<file path="config.mk">
export PLATFORM = sky130hd
export DESIGN_NAME = sobel_frame_sched_flat
export DESIGN_NICKNAME = d
export VERILOG_FILES = /design/src/rtl/sobel_frame_sched_if.sv /design/src/rtl/sobel_frame_sched.sv /design/src/flat_wrapper.sv
export SDC_FILE = /design/constraint.sdc
export NUM_CORES = 1
export LEC_CHECK = 0
export BUFFER_PORTS_ARGS = -buffer_cell sky130_fd_sc_hd__clkbuf_2
export CAP_MARGIN = 10
export CORE_MARGIN = 2
export CORE_UTILIZATION = 30
export CTS_CLUSTER_DIAMETER = 80
export DETAILED_ROUTE_END_ITERATION = 16
export PLACE_DENSITY_LB_ADDON = 0.12
export SYNTH_ARGS = -nofsm -noshare
export SYNTH_HDL_FRONTEND = slang
export SYNTH_SLANG_ARGS = --single-unit
export TNS_END_PERCENT = 1
</file>
<file path="constraint.sdc">
create_clock -name i_clk -period 2.8 [get_ports i_clk]
set_input_delay 0 -clock i_clk [delete_from_list [all_inputs] [get_ports i_clk]]
set_output_delay 0 -clock i_clk [all_outputs]
set_load 0.1 [all_outputs]
</file>
<file path="src/rtl/sobel_frame_sched_if.sv">
// sobel_frame_sched_if: job, memory, filter-pixel and filter-result signals of the frame sequencer
interface sobel_frame_sched_if #(
    parameter int DATA_W = 32,
    parameter int ADDR_W = 16,
    parameter int CNT_W  = 16
);
    logic              i_start;
    logic [ADDR_W-1:0] i_src_base;
    logic [ADDR_W-1:0] i_dst_base;
    logic [CNT_W-1:0]  i_num_res;
    logic              o_active;
    logic              o_done;
    logic              o_rd_req;
    logic [ADDR_W-1:0] o_rd_addr;
    logic              i_rd_gnt;
    logic              i_rd_vld;
    logic [DATA_W-1:0] i_rd_data;
    logic              o_rgb_vld;
    logic [DATA_W-1:0] o_rgb_data;
    logic              i_rgb_busy;
    logic              i_avg_vld;
    logic [DATA_W-1:0] i_avg_data;
    logic              o_avg_busy;
    logic              o_wr_req;
    logic [ADDR_W-1:0] o_wr_addr;
    logic [DATA_W-1:0] o_wr_data;
    logic              i_wr_gnt;
    modport master (
        input  i_start, i_src_base, i_dst_base, i_num_res, i_rd_gnt, i_rd_vld, i_rd_data,
               i_rgb_busy, i_avg_vld, i_avg_data, i_wr_gnt,
        output o_active, o_done, o_rd_req, o_rd_addr, o_rgb_vld, o_rgb_data, o_avg_busy,
               o_wr_req, o_wr_addr, o_wr_data
    );
    modport slave (
        output i_start, i_src_base, i_dst_base, i_num_res, i_rd_gnt, i_rd_vld, i_rd_data,
               i_rgb_busy, i_avg_vld, i_avg_data, i_wr_gnt,
        input  o_active, o_done, o_rd_req, o_rd_addr, o_rgb_vld, o_rgb_data, o_avg_busy,
               o_wr_req, o_wr_addr, o_wr_data
    );
endinterface

</file>
<file path="src/rtl/sobel_frame_sched.sv">
// sobel_frame_sched: streams pixel groups from memory into the Sobel filter and writes each result back
module sobel_frame_sched #(
    parameter int DATA_W      = 32,
    parameter int ADDR_W      = 16,
    parameter int PIX_PER_RES = 9,
    parameter int CNT_W       = 16
) (
    input logic                 i_clk,
    input logic                 i_rst,
    sobel_frame_sched_if.master bus
);
    localparam int PW = $clog2(PIX_PER_RES + 1);
    typedef enum logic [2:0] {IDLE, RD_REQ, RD_WAIT, PUSH, WAIT_RES, WR, DONE} state_t;
    state_t            state_q, state_d;
    logic [ADDR_W-1:0] src_q, dst_q;
    logic [CNT_W-1:0]  num_q, res_q;
    logic [PW-1:0]     pix_q;
    logic [DATA_W-1:0] pix_data_q, res_data_q;
    logic              active_q, done_q, rd_req_q, rgb_vld_q, wr_req_q, avg_busy_q;
    logic              rgb_xfer, last_pix, last_res;
    assign rgb_xfer = (state_q == PUSH) && !bus.i_rgb_busy;
    assign last_pix = pix_q == PW'(PIX_PER_RES - 1);
    assign last_res = res_q == num_q - CNT_W'(1);
    assign bus.o_active   = active_q;
    assign bus.o_done     = done_q;
    assign bus.o_rd_req   = rd_req_q;
    assign bus.o_rd_addr  = src_q;
    assign bus.o_rgb_vld  = rgb_vld_q;
    assign bus.o_rgb_data = pix_data_q;
    assign bus.o_avg_busy = avg_busy_q;
    assign bus.o_wr_req   = wr_req_q;
    assign bus.o_wr_addr  = dst_q;
    assign bus.o_wr_data  = res_data_q;
    always_comb begin
        state_d = state_q;
        case (state_q)
            IDLE:     if (bus.i_start) state_d = (bus.i_num_res == '0) ? DONE : RD_REQ;
            RD_REQ:   if (bus.i_rd_gnt) state_d = RD_WAIT;
            RD_WAIT:  if (bus.i_rd_vld) state_d = PUSH;
            PUSH:     if (rgb_xfer) state_d = last_pix ? WAIT_RES : RD_REQ;
            WAIT_RES: if (bus.i_avg_vld) state_d = WR;
            WR:       if (bus.i_wr_gnt) state_d = last_res ? DONE : RD_REQ;
            default:  state_d = IDLE;
        endcase
    end
    // Handshake outputs are decoded from the next state so they are registered yet aligned with it.
    always_ff @(posedge i_clk or negedge i_rst) begin
        if (!i_rst) begin
            state_q    <= IDLE;
            src_q      <= '0;
            dst_q      <= '0;
            num_q      <= '0;
            res_q      <= '0;
            pix_q      <= '0;
            pix_data_q <= '0;
            res_data_q <= '0;
            active_q   <= 1'b0;
            done_q     <= 1'b0;
            rd_req_q   <= 1'b0;
            rgb_vld_q  <= 1'b0;
            wr_req_q   <= 1'b0;
            avg_busy_q <= 1'b1;
        end else begin
            state_q    <= state_d;
            active_q   <= state_d != IDLE;
            done_q     <= state_d == DONE;
            rd_req_q   <= state_d == RD_REQ;
            rgb_vld_q  <= state_d == PUSH;
            wr_req_q   <= state_d == WR;
            avg_busy_q <= state_d != WAIT_RES;
            if (state_q == IDLE && bus.i_start) begin
                src_q <= bus.i_src_base;
                dst_q <= bus.i_dst_base;
                num_q <= bus.i_num_res;
                res_q <= '0;
                pix_q <= '0;
            end
            if (state_q == RD_WAIT && bus.i_rd_vld) begin
                pix_data_q <= bus.i_rd_data;
                src_q      <= src_q + ADDR_W'(1);
            end
            if (rgb_xfer) pix_q <= last_pix ? '0 : pix_q + PW'(1);
            if (state_q == WAIT_RES && bus.i_avg_vld) res_data_q <= bus.i_avg_data;
            if (state_q == WR && bus.i_wr_gnt) begin
                dst_q <= dst_q + ADDR_W'(1);
                res_q <= res_q + CNT_W'(1);
            end
        end
    end
endmodule

</file>
<file path="src/flat_wrapper.sv">
// flat-port wrapper written by rule: the top's interface ports become plain ports
module sobel_frame_sched_flat 
#(
    parameter int DATA_W      = 32,
    parameter int ADDR_W      = 16,
    parameter int PIX_PER_RES = 9,
    parameter int CNT_W       = 16
)
  (i_clk, i_rst, bus_i_start, bus_i_src_base, bus_i_dst_base, bus_i_num_res, bus_i_rd_gnt, bus_i_rd_vld, bus_i_rd_data, bus_i_rgb_busy, bus_i_avg_vld, bus_i_avg_data, bus_i_wr_gnt, bus_o_active, bus_o_done, bus_o_rd_req, bus_o_rd_addr, bus_o_rgb_vld, bus_o_rgb_data, bus_o_avg_busy, bus_o_wr_req, bus_o_wr_addr, bus_o_wr_data);
  sobel_frame_sched_if #(.DATA_W(DATA_W), .ADDR_W(ADDR_W), .CNT_W(CNT_W)) bus_i ();
  input logic i_clk;
  input logic i_rst;
  input wire logic [$bits(bus_i.i_start)-1:0] bus_i_start;
  input wire logic [$bits(bus_i.i_src_base)-1:0] bus_i_src_base;
  input wire logic [$bits(bus_i.i_dst_base)-1:0] bus_i_dst_base;
  input wire logic [$bits(bus_i.i_num_res)-1:0] bus_i_num_res;
  input wire logic [$bits(bus_i.i_rd_gnt)-1:0] bus_i_rd_gnt;
  input wire logic [$bits(bus_i.i_rd_vld)-1:0] bus_i_rd_vld;
  input wire logic [$bits(bus_i.i_rd_data)-1:0] bus_i_rd_data;
  input wire logic [$bits(bus_i.i_rgb_busy)-1:0] bus_i_rgb_busy;
  input wire logic [$bits(bus_i.i_avg_vld)-1:0] bus_i_avg_vld;
  input wire logic [$bits(bus_i.i_avg_data)-1:0] bus_i_avg_data;
  input wire logic [$bits(bus_i.i_wr_gnt)-1:0] bus_i_wr_gnt;
  output wire logic [$bits(bus_i.o_active)-1:0] bus_o_active;
  output wire logic [$bits(bus_i.o_done)-1:0] bus_o_done;
  output wire logic [$bits(bus_i.o_rd_req)-1:0] bus_o_rd_req;
  output wire logic [$bits(bus_i.o_rd_addr)-1:0] bus_o_rd_addr;
  output wire logic [$bits(bus_i.o_rgb_vld)-1:0] bus_o_rgb_vld;
  output wire logic [$bits(bus_i.o_rgb_data)-1:0] bus_o_rgb_data;
  output wire logic [$bits(bus_i.o_avg_busy)-1:0] bus_o_avg_busy;
  output wire logic [$bits(bus_i.o_wr_req)-1:0] bus_o_wr_req;
  output wire logic [$bits(bus_i.o_wr_addr)-1:0] bus_o_wr_addr;
  output wire logic [$bits(bus_i.o_wr_data)-1:0] bus_o_wr_data;
  assign bus_i.i_start = bus_i_start;
  assign bus_i.i_src_base = bus_i_src_base;
  assign bus_i.i_dst_base = bus_i_dst_base;
  assign bus_i.i_num_res = bus_i_num_res;
  assign bus_i.i_rd_gnt = bus_i_rd_gnt;
  assign bus_i.i_rd_vld = bus_i_rd_vld;
  assign bus_i.i_rd_data = bus_i_rd_data;
  assign bus_i.i_rgb_busy = bus_i_rgb_busy;
  assign bus_i.i_avg_vld = bus_i_avg_vld;
  assign bus_i.i_avg_data = bus_i_avg_data;
  assign bus_i.i_wr_gnt = bus_i_wr_gnt;
  assign bus_o_active = bus_i.o_active;
  assign bus_o_done = bus_i.o_done;
  assign bus_o_rd_req = bus_i.o_rd_req;
  assign bus_o_rd_addr = bus_i.o_rd_addr;
  assign bus_o_rgb_vld = bus_i.o_rgb_vld;
  assign bus_o_rgb_data = bus_i.o_rgb_data;
  assign bus_o_avg_busy = bus_i.o_avg_busy;
  assign bus_o_wr_req = bus_i.o_wr_req;
  assign bus_o_wr_addr = bus_i.o_wr_addr;
  assign bus_o_wr_data = bus_i.o_wr_data;
  sobel_frame_sched #(.DATA_W(DATA_W), .ADDR_W(ADDR_W), .PIX_PER_RES(PIX_PER_RES), .CNT_W(CNT_W)) u_core (.i_clk(i_clk), .i_rst(i_rst), .bus(bus_i));
endmodule
</file>
==> flow_summary_export.csv, run 1 <==
group,metric,value,unit
route,dr.first_iter.drc_count,285,
sta,min_period,2624,ps
sta,skew,12.30,ps
die,core,0.02189,mm²
synthesis,yosysMostFrequentCell,"nand2_1",
sta,rsz0062_at_grt,"no",
clock_tree,cts.clk_slew.worst_paths,70,ps
route,vias_per_cell,4.726,
synthesis,ys.flop_type,"dfrtp_1",
sta,setup_viol,0,
synthesis,synthesis.nets,830,
sta,final_max_slew_viol_count,0,
sta,hold_viol_final,0,
die,die_area,0.02365,mm²
cells_and_area,fillers,2149,
outcome,status,"completed",
critical_path,end_kind,"flop",
critical_path,arrival,2940,ps
grt,grt_pass1_vias,6442,
critical_path,path_max_fanout,6,
synthesis,yosysTopAreaCell,"dfrtp_1",
synthesis,ys_seq_elements,141,
clock_tree,postCtsSetupBuffers,0,
sta,timing.fmax,381.0,MHz
clock_tree,clock_path_buffers,2,
route,routedWlPerCell,15.07,µm
worst_hold_path,min_from,"bus_i_rd_gnt",
synthesis,synth_edf_count,0,
grt,grt_pass1_wl,33.51,mm
placement,dp_slack,126.3,ps
clock_tree,htreeDepth,4,
critical_path,r2r-start,"u_core.num_q[5]",
sta,fin_crit_sh,0.9373,
critical_path,crit_path_start_kind,"flop",
cells_and_area,finalNetCount,1167,
synthesis,async_reset_ff_frac,1.000,
cells_and_area,diodes,0,
route,ant_nets,0,
critical_path,required,3110,ps
die,row_count,54,
worst_hold_path,whs_endpoint,"u_core.bus.o_rgb_vld",
critical_path,worstRegToRegCells,7,
clock_tree,worstSkewPairLatency,430,ps
die,die_w,153.8,µm
worst_hold_path,hold_path.class,"in2reg",
grt,grt_remaining_overflow,0,
die,die-height,153.8,µm
placement,place.gp.congestion,0.8081,
critical_path,regToRegEndpoint,"u_core.bus.o_rd_req",
die,io_pins,222,
clock_tree,cts-root-buf,"clkbuf_16",
grt,grt_max_degree,67,
grt,track_usage,0.1744,
grt,antenna_found_initial,0,
synthesis,synth.distinct_cells,61,
critical_path,criticalPathCategory,"reg2reg",
synthesis,synthTopCellsByCount,"195 x nand2_1, 140 x dfrtp_1, 46 x nor2_1, 32 x mux2_1, 26 x o21ai_0",
placement,port_buffers,221,
sta,setup_slack,175.6,ps
cells_and_area,drive_gt1_frac,0.2732,
clock_tree,clock-sinks,141,
route,via_count,6305,
worst_hold_path,hold_depth,5,
run,maxCapViolCount,0,
synthesis,synthesis.area,0.006730,mm²
clock_tree,cts_tree,"done",
synthesis,yosysSeqAreaShare,0.5244,
clock_tree,cts_inserted_buffers,17,
route,first_pass_iters,4,
synthesis,ys_warn_count,0,
clock_tree,cts-resized-gates,0,
sta,finalSetupTns,0,ps
critical_path,rrSetupSlack,180,ps
route,drc_errors,0,
placement,place_hpwl,13.51,mm
sta,slew_headroom,0.5672,
die,start_util,0.3074,
synthesis,netlist_instances,704,
cells_and_area,area_growth,48.13,%
synthesis,syn_avg_cell_area,9.560,µm²
sta,tightest_slew,643.7,ps
route,routed_wl,20.10,mm
synthesis,yosys-top-cells-area,"dfrtp_1 52%, nand2_1 11%, mux2_1 5.4%",
synthesis,yosysTopAreaCellShare,0.5205,
[stage by stage]
stage / utilization / hold WS (ps) / area, µm² / cells
after floorplan: - / -295.6 / 6735 / 704
after global placement: 0.3755 / 46.77 / 8220 / 1187
after detailed placement: 0.3755 / 46.40 / 8220 / 1187
after CTS: 0.4554 / 112.0 / 9970 / 1334
after global routing: 0.4554 / 184.7 / 9970 / 1334
final: 0.4554 / 124.2 / 9970 / 1334
[per-layer routing]
layer | up-vias | track usage | routed length (µm)
met4 | 0 | 0.03320 | 131
met1 | 2982 | 0.2419 | 9703
met3 | 10 | 0.05271 | 1225
met5 | - | 0 | 0
li1 | 3132 | - | -
met2 | 181 | 0.2722 | 9039
[worst max path at each step]
stage / endpoint / start / cells past startpoint
after floorplan: u_core.bus.o_rd_req / u_core.num_q[4] / 9
after global placement: u_core.bus.o_rd_req / u_core.num_q[5] / 7
after detailed placement: u_core.bus.o_rd_req / u_core.num_q[5] / 7
after CTS: u_core.bus.o_rd_req / u_core.num_q[5] / 7
after global routing: u_core.bus.o_rd_req / u_core.num_q[5] / 7
final: u_core.bus.o_rd_req / u_core.num_q[5] / 7
[layout make-up]
cell class / instances / area, µm² / share of cell area
well taps: 280 / 350.3 / 0.03514
clock buffers: 17 / 425.4 / 0.04267
clock inverters: 15 / 172.7 / 0.01732
inverters: 10 / 37.54 / 0.003765
flip-flops and latches: 141 / 3530 / 0.3540
repair buffers: 354 / 2424 / 0.2431
multi-input cells: 517 / 3030 / 0.3040
[repair_timing]
action                                  4_1_cts  5_1_grt
endpoints found under the setup margin        0        2
hold buffers                                115        0
hold endpoints to repair                    176        0
[kinds of logic (layout without fill, tap and decap cells)]
| family | Yosys count | count (layout) | synth area share |
|---|---|---|---|
| simple gates | 336 | 336 | 0.2255 |
| mux | 37 | 37 | 0.06098 |
| flops | 141 | 141 | 0.5244 |
| compound gates | 114 | 114 | 0.1190 |
| fa+ha+maj | 6 | 6 | 0.01115 |
| xor+xnor | 24 | 24 | 0.03123 |
| buf+inv | 46 | 396 | 0.02770 |
[flip-flops by register name, summed over array words and instances (netlist names)]
name,count
u_core.bus.o_rd_addr,16
u_core.res_q,16
u_core.bus.o_rgb_data,32
u_core.pix_q,4
u_core.bus.o_rd_req,1
u_core.bus.o_wr_req,1
u_core.num_q,16
u_core.bus.o_rgb_vld,1
u_core.state_q,3
u_core.bus.o_wr_addr,16
u_core.bus.o_wr_data,32
u_core.bus.o_done,1
u_core.bus.o_active,1
u_core.bus.o_avg_busy,1
[critical path, stage by stage (launching register included)]
cell and delay [ps]:
dfrtp_1 440, or4_4 560, or3_1 330, or4_1 430, xnor2_1 150, a211oi_2 220
nand4_4 170, o21a_1 200
[cells in the final DEF (no fill, tap or decap), types with 3 or more instances in the layout]
cell	synthesis	layout
xnor2_1	16	16
nor3_1	13	12
dfrtp_1	140	140
or3_1	5	5
nand2_1	195	195
nand3_1	21	21
nand3b_1	3	3
a21oi_1	12	12
nand4_1	7	7
a211oi_1	4	3
o221a_2	3	3
o22ai_1	8	8
clkbuf_2	0	220
mux2_1	32	32
nor3b_1	3	3
o31ai_1	5	5
a31oi_1	5	5
clkinv_4	0	4
nand2b_1	3	3
inv_1	10	10
and3_1	15	15
xor2_1	8	8
a311oi_1	4	4
clkbuf_16	0	17
o211ai_1	13	13
dlygate4sd3_1	0	115
a221o_1	7	7
ha_1	6	6
o21ai_1	3	3
mux2i_1	5	5
o311ai_0	5	5
o21a_1	4	4
nor4_1	6	6
nor2_1	46	46
inv_6	0	4
inv_8	0	5
buf_4	0	16
o21ai_0	26	26
nor2b_1	3	3
Power of run 1 is left out: the tool's default activity adds up to more than one toggle a clock period on the data nets, which glitch-free logic cannot reach.
==> run 2: changes to the inputs <==
Clock period 2.8 ns to 3.1 ns, I/O delays scaled along.
==> run 2 against run 1 <==
Against the previous run: cell count is essentially flat; global-route usage up 0.11 points; clock skew barely moved; count of clock-buffer cells in the layout grew 1; flip-flop and latch count stayed put; via count shrank 0.78%; wire length rose by 0.88%; setup slack better by 130 ps; critical path depth grew 1; sequential share of layout area rose by 0.18 points; utilization shrank 0.23 points; register-to-register slack better by 130 ps.
==> flow_summary_export.csv, run 2 (same netlist as run 1, synthesis figures left out) <==
group,metric,value,unit
outcome,status,"completed",
grt,antenna_found_initial,0,
clock_tree,cts-root-buf,"clkbuf_16",
placement,port_buffers,221,
critical_path,required,3400,ps
route,drc_errors,0,
clock_tree,postCtsSetupBuffers,0,
die,io_pins,222,
cells_and_area,finalNetCount,1166,
critical_path,regToRegEndpoint,"u_core.state_q[0]",
cells_and_area,diodes,0,
route,via_count,6256,
run,maxCapViolCount,0,
critical_path,criticalPathCategory,"reg2reg",
clock_tree,cts-resized-gates,0,
cells_and_area,drive_gt1_frac,0.2716,
critical_path,r2r-start,"u_core.num_q[0]",
sta,hold_viol_final,0,
cells_and_area,area_growth,47.39,%
critical_path,path_max_fanout,9,
sta,final_max_slew_viol_count,0,
sta,fin_crit_sh,0.9014,
route,vias_per_cell,4.693,
clock_tree,clock-sinks,141,
sta,whs,158.0,ps
sta,rsz0062_at_grt,"no",
die,die_w,153.8,µm
clock_tree,cts.clk_slew.worst_paths,60,ps
cells_and_area,final_cell_mix,"220 x clkbuf_2, 195 x nand2_1, 140 x dfrtp_1, 115 x dlygate4sd3_1, 46 x nor2_1",
sta,tightest_slew,657.3,ps
critical_path,worstRegToRegCells,8,
die,die-height,153.8,µm
cells_and_area,fillers,2110,
route,routedWlPerCell,15.21,µm
route,routed_wl,20.28,mm
sta,setup_viol,0,
clock_tree,clock_path_buffers,2,
sta,skew,12.71,ps
clock_tree,cts_tree,"done",
critical_path,end_kind,"flop",
clock_tree,htreeDepth,4,
grt,grt_pass1_vias,6507,
route,first_pass_iters,5,
sta,timing.fmax,357.9,MHz
sta,min_period,2794,ps
grt,grt_pass1_wl,33.53,mm
clock_tree,ctsHoldBuffers,115,
critical_path,arrival,3090,ps
die,start_util,0.3074,
critical_path,crit_path_start_kind,"flop",
route,ant_nets,0,
cells_and_area,final_common_cell,"clkbuf_2",
placement,place_hpwl,13.69,mm
route,dr.first_iter.drc_count,269,
critical_path,rrSetupSlack,310,ps
sta,slew_headroom,0.5580,
die,die_area,0.02365,mm²
clock_tree,worstSkewPairLatency,420,ps
grt,track_usage,0.1755,
placement,place.gp.congestion,0.8056,
grt,grt_max_degree,70,
die,row_count,54,
sta,finalSetupTns,0,ps
grt,grt_remaining_overflow,0,
worst_hold_path,hold_path.class,"in2async",
clock_tree,cts_inserted_buffers,17,
die,core,0.02189,mm²
[run 2: area by class of cell]
type	count	area, µm²	area share
inverters	10	37.54	0.003784
multi-input cells	517	3025	0.3050
clock buffers	18	439.2	0.04427
well taps	280	350.3	0.03532
repair buffers	353	2404	0.2423
clock inverters	14	133.9	0.01350
flip-flops and latches	141	3530	0.3558
[run 2: through the flow]
step             util  area [µm²]  setup slack [ps]  cells
3_5_place_dp   0.3744        8195             328.0   1186
3_3_place_gp   0.3744        8195             353.4   1186
5_1_grt        0.4531        9920             189.5   1333
4_1_cts        0.4531        9920             287.0   1333
6_report       0.4531        9920             305.7   1333
2_1_floorplan       -        6730             289.8    704
[run 2: worst max-delay path by stage]
stage	end	from	slack (ps)
6_report	u_core.state_q[0]	u_core.num_q[0]	310
5_1_grt	u_core.bus.o_rd_req	u_core.num_q[0]	190
4_1_cts	u_core.bus.o_rd_req	u_core.num_q[0]	290
3_5_place_dp	u_core.bus.o_rd_req	u_core.num_q[0]	330
3_3_place_gp	u_core.bus.o_rd_req	u_core.num_q[0]	350
2_1_floorplan	u_core.bus.o_rd_req	u_core.num_q[4]	290
[run 2: worst max-delay path: stages (launching register included)]
cell and delay, ps:
dfrtp_1 430, inv_1 100, ha_1 190, or3b_1 510
or4_1 530, xnor2_1 140, a211oi_1 380, nand4_4 190
o21a_1 210
[run 2: metal layers]
| layer | vias to the layer above | track usage | wire (µm) |
|---|---|---|---|
| met1 | 2917 | 0.2305 | 9490 |
| met5 | - | 0 | 0 |
| li1 | 3142 | - | - |
| met4 | 0 | 0.04631 | 273 |
| met2 | 180 | 0.2878 | 9342 |
| met3 | 17 | 0.04651 | 1168 |
Power of run 2 is left out for the same reason.
